File: src/rtl/isr_autopush_if.sv
// Handshake bundle between the PIO instruction-decode FSM (master) and the
// input shift register / RX FIFO push block (slave).
interface isr_autopush_if;
  logic        in_en;
  logic [31:0] in_data;
  logic [4:0]  in_count;
  logic        shiftdir;
  logic        autopush_en;
  logic [4:0]  push_thresh;
  logic        push_req;
  logic        push_iffull;
  logic        push_block;
  logic        clear;
  logic        rx_full;
  logic        rx_push_en;
  logic [31:0] rx_data;
  logic [31:0] isr;
  logic [5:0]  shift_counter;
  logic        stall;
  logic        overflow;

  modport master (
    output in_en, in_data, in_count, shiftdir, autopush_en, push_thresh,
           push_req, push_iffull, push_block, clear, rx_full,
    input  rx_push_en, rx_data, isr, shift_counter, stall, overflow
  );

  modport slave (
    input  in_en, in_data, in_count, shiftdir, autopush_en, push_thresh,
           push_req, push_iffull, push_block, clear, rx_full,
    output rx_push_en, rx_data, isr, shift_counter, stall, overflow
  );
endinterface

File: src/rtl/isr_autopush.sv
// PIO input shift register with explicit/auto push into the RX FIFO and stall on full.
// Optional sticky RX-stall flag enabled by defining ISR_RXSTALL_FLAG_EN.
module isr_autopush #(
  parameter int WIDTH = 32
) (
  input  logic             clk,
  input  logic             rst,
`ifdef ISR_RXSTALL_FLAG_EN
  input  logic             rxstall_clr_i,
  output logic             rxstall_flag_o,
`endif
  isr_autopush_if.slave    bus
);

  typedef enum logic [0:0] {
    IDLE       = 1'b0,
    STALL_PUSH = 1'b1
  } state_e;

  state_e      state_q, state_d;
  logic [31:0] isr_q, isr_d;
  logic [5:0]  cnt_q, cnt_d;
  logic        push_q, push_d;
  logic [31:0] data_q, data_d;
  logic        stall_q, stall_d;
  logic        ovf_q, ovf_d;
  logic        flag_set_s;

  logic [5:0]  n_s;
  logic [5:0]  thresh_s;
  logic [31:0] mask_s;
  logic [31:0] src_s;
  logic [31:0] isr_next_s;
  logic [6:0]  cnt_sum_s;
  logic [5:0]  cnt_next_s;

  // Shift amount, threshold and shifted ISR candidate for an IN this cycle
  always_comb begin
    n_s      = (bus.in_count == 5'd0) ? 6'd32 : {1'b0, bus.in_count};
    thresh_s = (bus.push_thresh == 5'd0) ? 6'd32 : {1'b0, bus.push_thresh};
    // Shift amounts of 32 yield zero, so n=32 collapses to a plain load
    mask_s   = 32'hFFFF_FFFF >> (6'd32 - n_s);
    src_s    = bus.in_data & mask_s;
    if (bus.shiftdir) begin
      isr_next_s = (isr_q >> n_s) | (src_s << (6'd32 - n_s));
    end else begin
      isr_next_s = (isr_q << n_s) | src_s;
    end
    cnt_sum_s = {1'b0, cnt_q} + {1'b0, n_s};
    if (cnt_sum_s > 7'd32) begin
      cnt_next_s = 6'd32;
    end else begin
      cnt_next_s = cnt_sum_s[5:0];
    end
  end

  // Next-state and output decode; priority clear > stall resolution > IN > PUSH
  always_comb begin
    state_d    = state_q;
    isr_d      = isr_q;
    cnt_d      = cnt_q;
    push_d     = 1'b0;
    data_d     = data_q;
    ovf_d      = 1'b0;
    flag_set_s = 1'b0;
    if (bus.clear) begin
      isr_d   = 32'd0;
      cnt_d   = 6'd0;
      state_d = IDLE;
    end else begin
      case (state_q)
        STALL_PUSH: begin
          if (!bus.rx_full) begin
            push_d  = 1'b1;
            data_d  = isr_q;
            isr_d   = 32'd0;
            cnt_d   = 6'd0;
            state_d = IDLE;
          end else begin
            state_d = STALL_PUSH;
          end
        end
        IDLE: begin
          if (bus.in_en) begin
            isr_d = isr_next_s;
            cnt_d = cnt_next_s;
            if (bus.autopush_en && (cnt_next_s >= thresh_s)) begin
              if (!bus.rx_full) begin
                push_d = 1'b1;
                data_d = isr_next_s;
                isr_d  = 32'd0;
                cnt_d  = 6'd0;
              end else begin
                state_d    = STALL_PUSH;
                flag_set_s = 1'b1;
              end
            end else begin
              state_d = IDLE;
            end
          end else if (bus.push_req) begin
            if (bus.push_iffull && (cnt_q < thresh_s)) begin
              state_d = IDLE;
            end else if (!bus.rx_full) begin
              push_d = 1'b1;
              data_d = isr_q;
              isr_d  = 32'd0;
              cnt_d  = 6'd0;
            end else if (bus.push_block) begin
              state_d    = STALL_PUSH;
              flag_set_s = 1'b1;
            end else begin
              isr_d      = 32'd0;
              cnt_d      = 6'd0;
              ovf_d      = 1'b1;
              flag_set_s = 1'b1;
            end
          end else begin
            state_d = IDLE;
          end
        end
        default: begin
          state_d = IDLE;
        end
      endcase
    end
    stall_d = (state_d == STALL_PUSH);
  end

  // State and registered outputs
  always_ff @(posedge clk or posedge rst) begin
    if (rst) begin
      state_q <= IDLE;
      isr_q   <= 32'd0;
      cnt_q   <= 6'd0;
      push_q  <= 1'b0;
      data_q  <= 32'd0;
      stall_q <= 1'b0;
      ovf_q   <= 1'b0;
    end else begin
      state_q <= state_d;
      isr_q   <= isr_d;
      cnt_q   <= cnt_d;
      push_q  <= push_d;
      data_q  <= data_d;
      stall_q <= stall_d;
      ovf_q   <= ovf_d;
    end
  end

`ifdef ISR_RXSTALL_FLAG_EN
  logic flag_q;

  // Sticky flag; a set in the same cycle as a clear takes precedence
  always_ff @(posedge clk or posedge rst) begin
    if (rst) begin
      flag_q <= 1'b0;
    end else if (flag_set_s) begin
      flag_q <= 1'b1;
    end else if (rxstall_clr_i) begin
      flag_q <= 1'b0;
    end else begin
      flag_q <= flag_q;
    end
  end

  assign rxstall_flag_o = flag_q;
`endif

  assign bus.rx_push_en    = push_q;
  assign bus.rx_data       = data_q;
  assign bus.isr           = isr_q;
  assign bus.shift_counter = cnt_q;
  assign bus.stall         = stall_q;
  assign bus.overflow      = ovf_q;

endmodule
File: src/flat_wrapper.sv
// flat-port wrapper written by rule: the top's interface ports become plain ports
module isr_autopush_flat 
#(
  parameter int WIDTH = 32
)
  (clk, rst, bus_in_en, bus_in_data, bus_in_count, bus_shiftdir, bus_autopush_en, bus_push_thresh, bus_push_req, bus_push_iffull, bus_push_block, bus_clear, bus_rx_full, bus_rx_push_en, bus_rx_data, bus_isr, bus_shift_counter, bus_stall, bus_overflow);
  isr_autopush_if bus_i ();
  input  logic clk;
  input  logic rst;
  input wire logic [$bits(bus_i.in_en)-1:0] bus_in_en;
  input wire logic [$bits(bus_i.in_data)-1:0] bus_in_data;
  input wire logic [$bits(bus_i.in_count)-1:0] bus_in_count;
  input wire logic [$bits(bus_i.shiftdir)-1:0] bus_shiftdir;
  input wire logic [$bits(bus_i.autopush_en)-1:0] bus_autopush_en;
  input wire logic [$bits(bus_i.push_thresh)-1:0] bus_push_thresh;
  input wire logic [$bits(bus_i.push_req)-1:0] bus_push_req;
  input wire logic [$bits(bus_i.push_iffull)-1:0] bus_push_iffull;
  input wire logic [$bits(bus_i.push_block)-1:0] bus_push_block;
  input wire logic [$bits(bus_i.clear)-1:0] bus_clear;
  input wire logic [$bits(bus_i.rx_full)-1:0] bus_rx_full;
  output wire logic [$bits(bus_i.rx_push_en)-1:0] bus_rx_push_en;
  output wire logic [$bits(bus_i.rx_data)-1:0] bus_rx_data;
  output wire logic [$bits(bus_i.isr)-1:0] bus_isr;
  output wire logic [$bits(bus_i.shift_counter)-1:0] bus_shift_counter;
  output wire logic [$bits(bus_i.stall)-1:0] bus_stall;
  output wire logic [$bits(bus_i.overflow)-1:0] bus_overflow;
  assign bus_i.in_en = bus_in_en;
  assign bus_i.in_data = bus_in_data;
  assign bus_i.in_count = bus_in_count;
  assign bus_i.shiftdir = bus_shiftdir;
  assign bus_i.autopush_en = bus_autopush_en;
  assign bus_i.push_thresh = bus_push_thresh;
  assign bus_i.push_req = bus_push_req;
  assign bus_i.push_iffull = bus_push_iffull;
  assign bus_i.push_block = bus_push_block;
  assign bus_i.clear = bus_clear;
  assign bus_i.rx_full = bus_rx_full;
  assign bus_rx_push_en = bus_i.rx_push_en;
  assign bus_rx_data = bus_i.rx_data;
  assign bus_isr = bus_i.isr;
  assign bus_shift_counter = bus_i.shift_counter;
  assign bus_stall = bus_i.stall;
  assign bus_overflow = bus_i.overflow;
  isr_autopush #(.WIDTH(WIDTH)) u_core (.clk(clk), .rst(rst), .bus(bus_i));
endmodule
File: config.mk
export PLATFORM = sky130hd
export DESIGN_NAME = isr_autopush_flat
export DESIGN_NICKNAME = d
export VERILOG_FILES = /design/src/rtl/isr_autopush_if.sv /design/src/rtl/isr_autopush.sv /design/src/flat_wrapper.sv
export SDC_FILE = /design/constraint.sdc
export NUM_CORES = 1
export LEC_CHECK = 0
export ABC_CLOCK_PERIOD_IN_PS = 5800
export CORE_MARGIN = 3
export CORE_UTILIZATION = 43
export CTS_CLUSTER_SIZE = 14
export DETAILED_ROUTE_END_ITERATION = 6
export PLACE_DENSITY_LB_ADDON = 0.3
export REMOVE_ABC_BUFFERS = 1
export SETUP_SLACK_MARGIN = 0.2
export SLEW_MARGIN = 20
export SYNTH_ARGS = -nofsm -noshare
export SYNTH_HDL_FRONTEND = slang
export SYNTH_SLANG_ARGS = --single-unit
File: constraint.sdc
create_clock -name clk -period 5.8 [get_ports clk]
set_input_delay 1.74 -clock clk [delete_from_list [all_inputs] [get_ports clk]]
set_output_delay 1.74 -clock clk [all_outputs]
set_load 0.1 [all_outputs]
==> impl_metrics.ini <==
[synthesis]
yosys_top_cell_by_area = sky130_fd_sc_hd__dfrtp_1
edff_count_synth = 0
synth.yosys.warnings = 0
synth_cells = 1378
netlist.area_leader.share_pct = 17.2
synth-main-ff-cell = sky130_fd_sc_hd__dfrtp_1
synth.distinct_cells = 102
post_synth_instance_area_um2 = 10600
avgSynthCellArea_um2 = 7.70
synth.ff_latch_count = 73
synth.area.top_cells = sky130_fd_sc_hd__dfrtp_1 17%, sky130_fd_sc_hd__mux2i_1 6.9%, sky130_fd_sc_hd__mux4_2 6.2%
synthArstFlopShare_pct = 100
seq_area_frac_synth_pct = 17.2

[routing]
drcViolationCount = 0
via_count = 13400
first_iter_violations = 2340
post_drt_wl_per_cell_um = 31.9
drtAntennaViolNets = 0
routed_wirelength_mm = 58.8
drt-vias-per-instance = 7.29
drt_pass1_iterations = 7

[pwr]
power.clock.fraction_pct = 15.1
power.net_switching_mw = 2.33
power_per_cell_area_nw_per_um2 = 315
internal_power_mw = 1.83
p_leak_nw = 5.18
finalPower_mw = 4.16
netSwitchingFraction_pct = 56.0
worst_ir_drop_vdd_mv = 0.341
comb_power_share_pct = 65.6
share_seq_of_total_power_pct = 19.2

[floorplan]
io_pins = 125
floorplan.die.width_um = 163
floorplan.initialDensity_pct = 44.4
num_rows = 56
vertical_extent_of_the_die_um = 163
die_area_um2 = 26600
placeable_core_region_um2 = 23900

[place]
pre_cts_slack_ns = -0.194
port_buffers = 124
gp_routability_congestion = 1.10
placedInstanceArea_um2 = 12800
place.detailed.hpwl_mm = 44.7

[worst_setup_path]
max_stage_delay_ns = 0.38
worst-endpoint-required_ns = 6.00
cp-start-kind = primary input
critical_path.endpoint_type = flop
critical_path_arrival_ns = 5.56
cpMostUsedCell = sky130_fd_sc_hd__maj3_1
setup.worst_path.class = in -> reg
cp_max_fo = 8
timing.critical_path.slowest_stage_cell = sky130_fd_sc_hd__maj3_1
worstPathCellList = buf_6 > ha_1 > maj3_1 > maj3_1 > maj3_1 > a21oi_1 > o21a_1 > inv_1 > nor2_1 > ha_1 > a21o_1 > a31oi_1 > o21ai_0 > a21oi_1 > nand2b_4 > buf_4 > a21o_4 > clkinvlp_4 > o22ai_1 > a311oi_1

[layout]
most-common-layout-cells = 144 x sky130_fd_sc_hd__nand2_1, 140 x sky130_fd_sc_hd__buf_4, 120 x sky130_fd_sc_hd__clkdlybuf4s50_1, 113 x sky130_fd_sc_hd__nor2_1, 101 x sky130_fd_sc_hd__o21ai_0
area_used_by_multi_input_combinational_logic_um2 = 8060
synthToLayoutAreaGrowth_pct = 24.4
layout_commonest_cell = sky130_fd_sc_hd__nand2_1
drive_above_1_share_pct = 19.3
final_net_count = 1588
layout.area.seq_um2 = 1830
fillerInstances = 2282
final_cell_area_um2 = 13200

[timing]
worst_slew_pin_slew_ns = 1.12
fin_crit_ns = 5.36
final.setup.worst_slack_ns = 0.439
rsz0062_at_grt = false
report.final.hold_viol_count = 0
final_min_period_over_clock_period_pct = 92.4
drv_slew = 0
final-setup-viol-count = 0
final.hold.worst_slack_ns = 0.518
timing.fmax_mhz = 187
max_slew_margin_pct = 25.0
fin_worst_skew_ns = 0.00797

[global_route]
first_global_vias = 12500
globalRoute.totalOverflow = 0
grt_first_pass_wirelength_mm = 85.9
initial_antenna_violation_count = 2
grt_start_max_net_pins = 101
grt.total_usage_pct = 43.3

[clocking]
clk_path_buf_depth = 2
num_cts_buffers = 9
root_buffer = sky130_fd_sc_hd__clkbuf_16
tritoncts = built
cts.sinks = 73
post-cts-setup-buffers = 0
cts-hold-fix-buffers = 0
clock_insertion_delay_worst_skew_ns = 0.35
htreeDepth = 3
clk_transition_reported_paths_ns = 0.07

[job]
max_cap_viol_count = 0

[run_status]
outcome = complete, no violations

[hold_path]
min_path_type = reg -> reg
## state kept, by name (all words and copies together) (netlist names)
name / count
u_core.bus.shift_counter: 6
u_core.state_q: 1
u_core.bus.overflow: 1
u_core.bus.rx_data: 32
u_core.bus.isr: 32
u_core.bus.rx_push_en: 1
## synth_stat cells, drive strengths merged, types with 9 or more instances
library cell	instances
nand3	38
clkbuf	66
a22oi	24
a22o	14
nor4	9
a211oi	22
buf	77
dfrtp	73
mux2i	73
mux4	29
o211ai	23
o22ai	28
a221o	15
o21a	9
nand2b	21
a31oi	24
nand2	145
inv	23
nor2b	15
o21ai	112
o221ai	9
a211o	9
o31ai	27
a21oi	86
nor2	116
and2	12
nor3	47
nand4	11
ha	18
mux2	39
a221oi	19
a2111oi	10
## routing by layer
layer,up-vias,part of all wire (%),track usage [%]
li1,5594,-,-
met1,6424,39,59.4
met2,1177,40,60.3
met3,237,15,16.9
met4,2,5.9,18.7
met5,-,0.022,0
## critical path: cells and delay by family
| kind | cells | cell delay [ns] |
|---|---|---|
| AND/OR/NAND/NOR | 2 | 0.35 |
| buffers and inverters | 4 | 0.51 |
| AO/OA/AOI/OAI | 9 | 1.36 |
| adder cells (fa/ha/maj) | 5 | 1.57 |
## stage by stage
stage | setup TNS, ns | utilization, % | std cells
2_1_floorplan | -8.74 | - | 1235
3_3_place_gp | -0.0936 | 53.7 | 1826
3_5_place_dp | -0.688 | 53.7 | 1826
4_1_cts | 0 | 55.1 | 1842
5_1_grt | 0 | 55.2 | 1842
6_report | 0 | 55.2 | 1844
## power by group through the flow
stage                     logic, mW  clock network, mW  registers [mW]
after floorplan               0.796                  0            1.66
after global placement         2.64                  0           0.795
after detailed placement       2.65                  0           0.797
after CTS                      2.66              0.632           0.792
after global routing           2.82              0.657           0.813
final                          2.73              0.630           0.799
## kinds of logic after synthesis
kind of cell | Yosys count | synth area share (%)
compound gates | 507 | 33.9
simple gates | 456 | 20.6
flops | 73 | 17.2
mux | 141 | 17.2
xor+xnor | 9 | 0.814
fa+ha+maj | 23 | 2.59
buf+inv | 169 | 7.64
## layout make-up
class / count / share of cell area (%)
multi-input cells: 1136 / 61.1
repair buffers: 272 / 18.8
clock inverters: 7 / 0.768
well taps: 319 / 3.02
clock buffers: 9 / 1.71
flip-flops and latches: 73 / 13.8
inverters: 26 / 0.777
diodes: 2 / 0.0379
## path summary, 6_finish.rpt
| check | startpoint | endpoint | slack (ns) | depth (start not counted) |
|---|---|---|---|---|
| max | bus_in_count[0] | u_core.bus.rx_data[10] | 0.44 | 20 |
| min | u_core.bus.rx_data[12] | u_core.bus.rx_data[12] | 0.52 | 2 |
| max reg2reg | u_core.bus.shift_counter[0] | u_core.bus.rx_data[10] | 1.49 | 19 |
| min reg2reg | u_core.bus.rx_data[12] | u_core.bus.rx_data[12] | 0.52 | 2 |
| max in group asynchronous | rst | u_core.bus.isr[31] | 3.08 | 3 |
| min in group asynchronous | rst | u_core.bus.isr[13] | 1.74 | 2 |
## what timing repair did
action | in CTS | in global routing
pin swaps | 0 | 1
cloned | 0 | 0
gates resized for setup | 1 | 6
endpoints found under the setup margin | 2 | 22
Power figures use the tool's default switching activity.
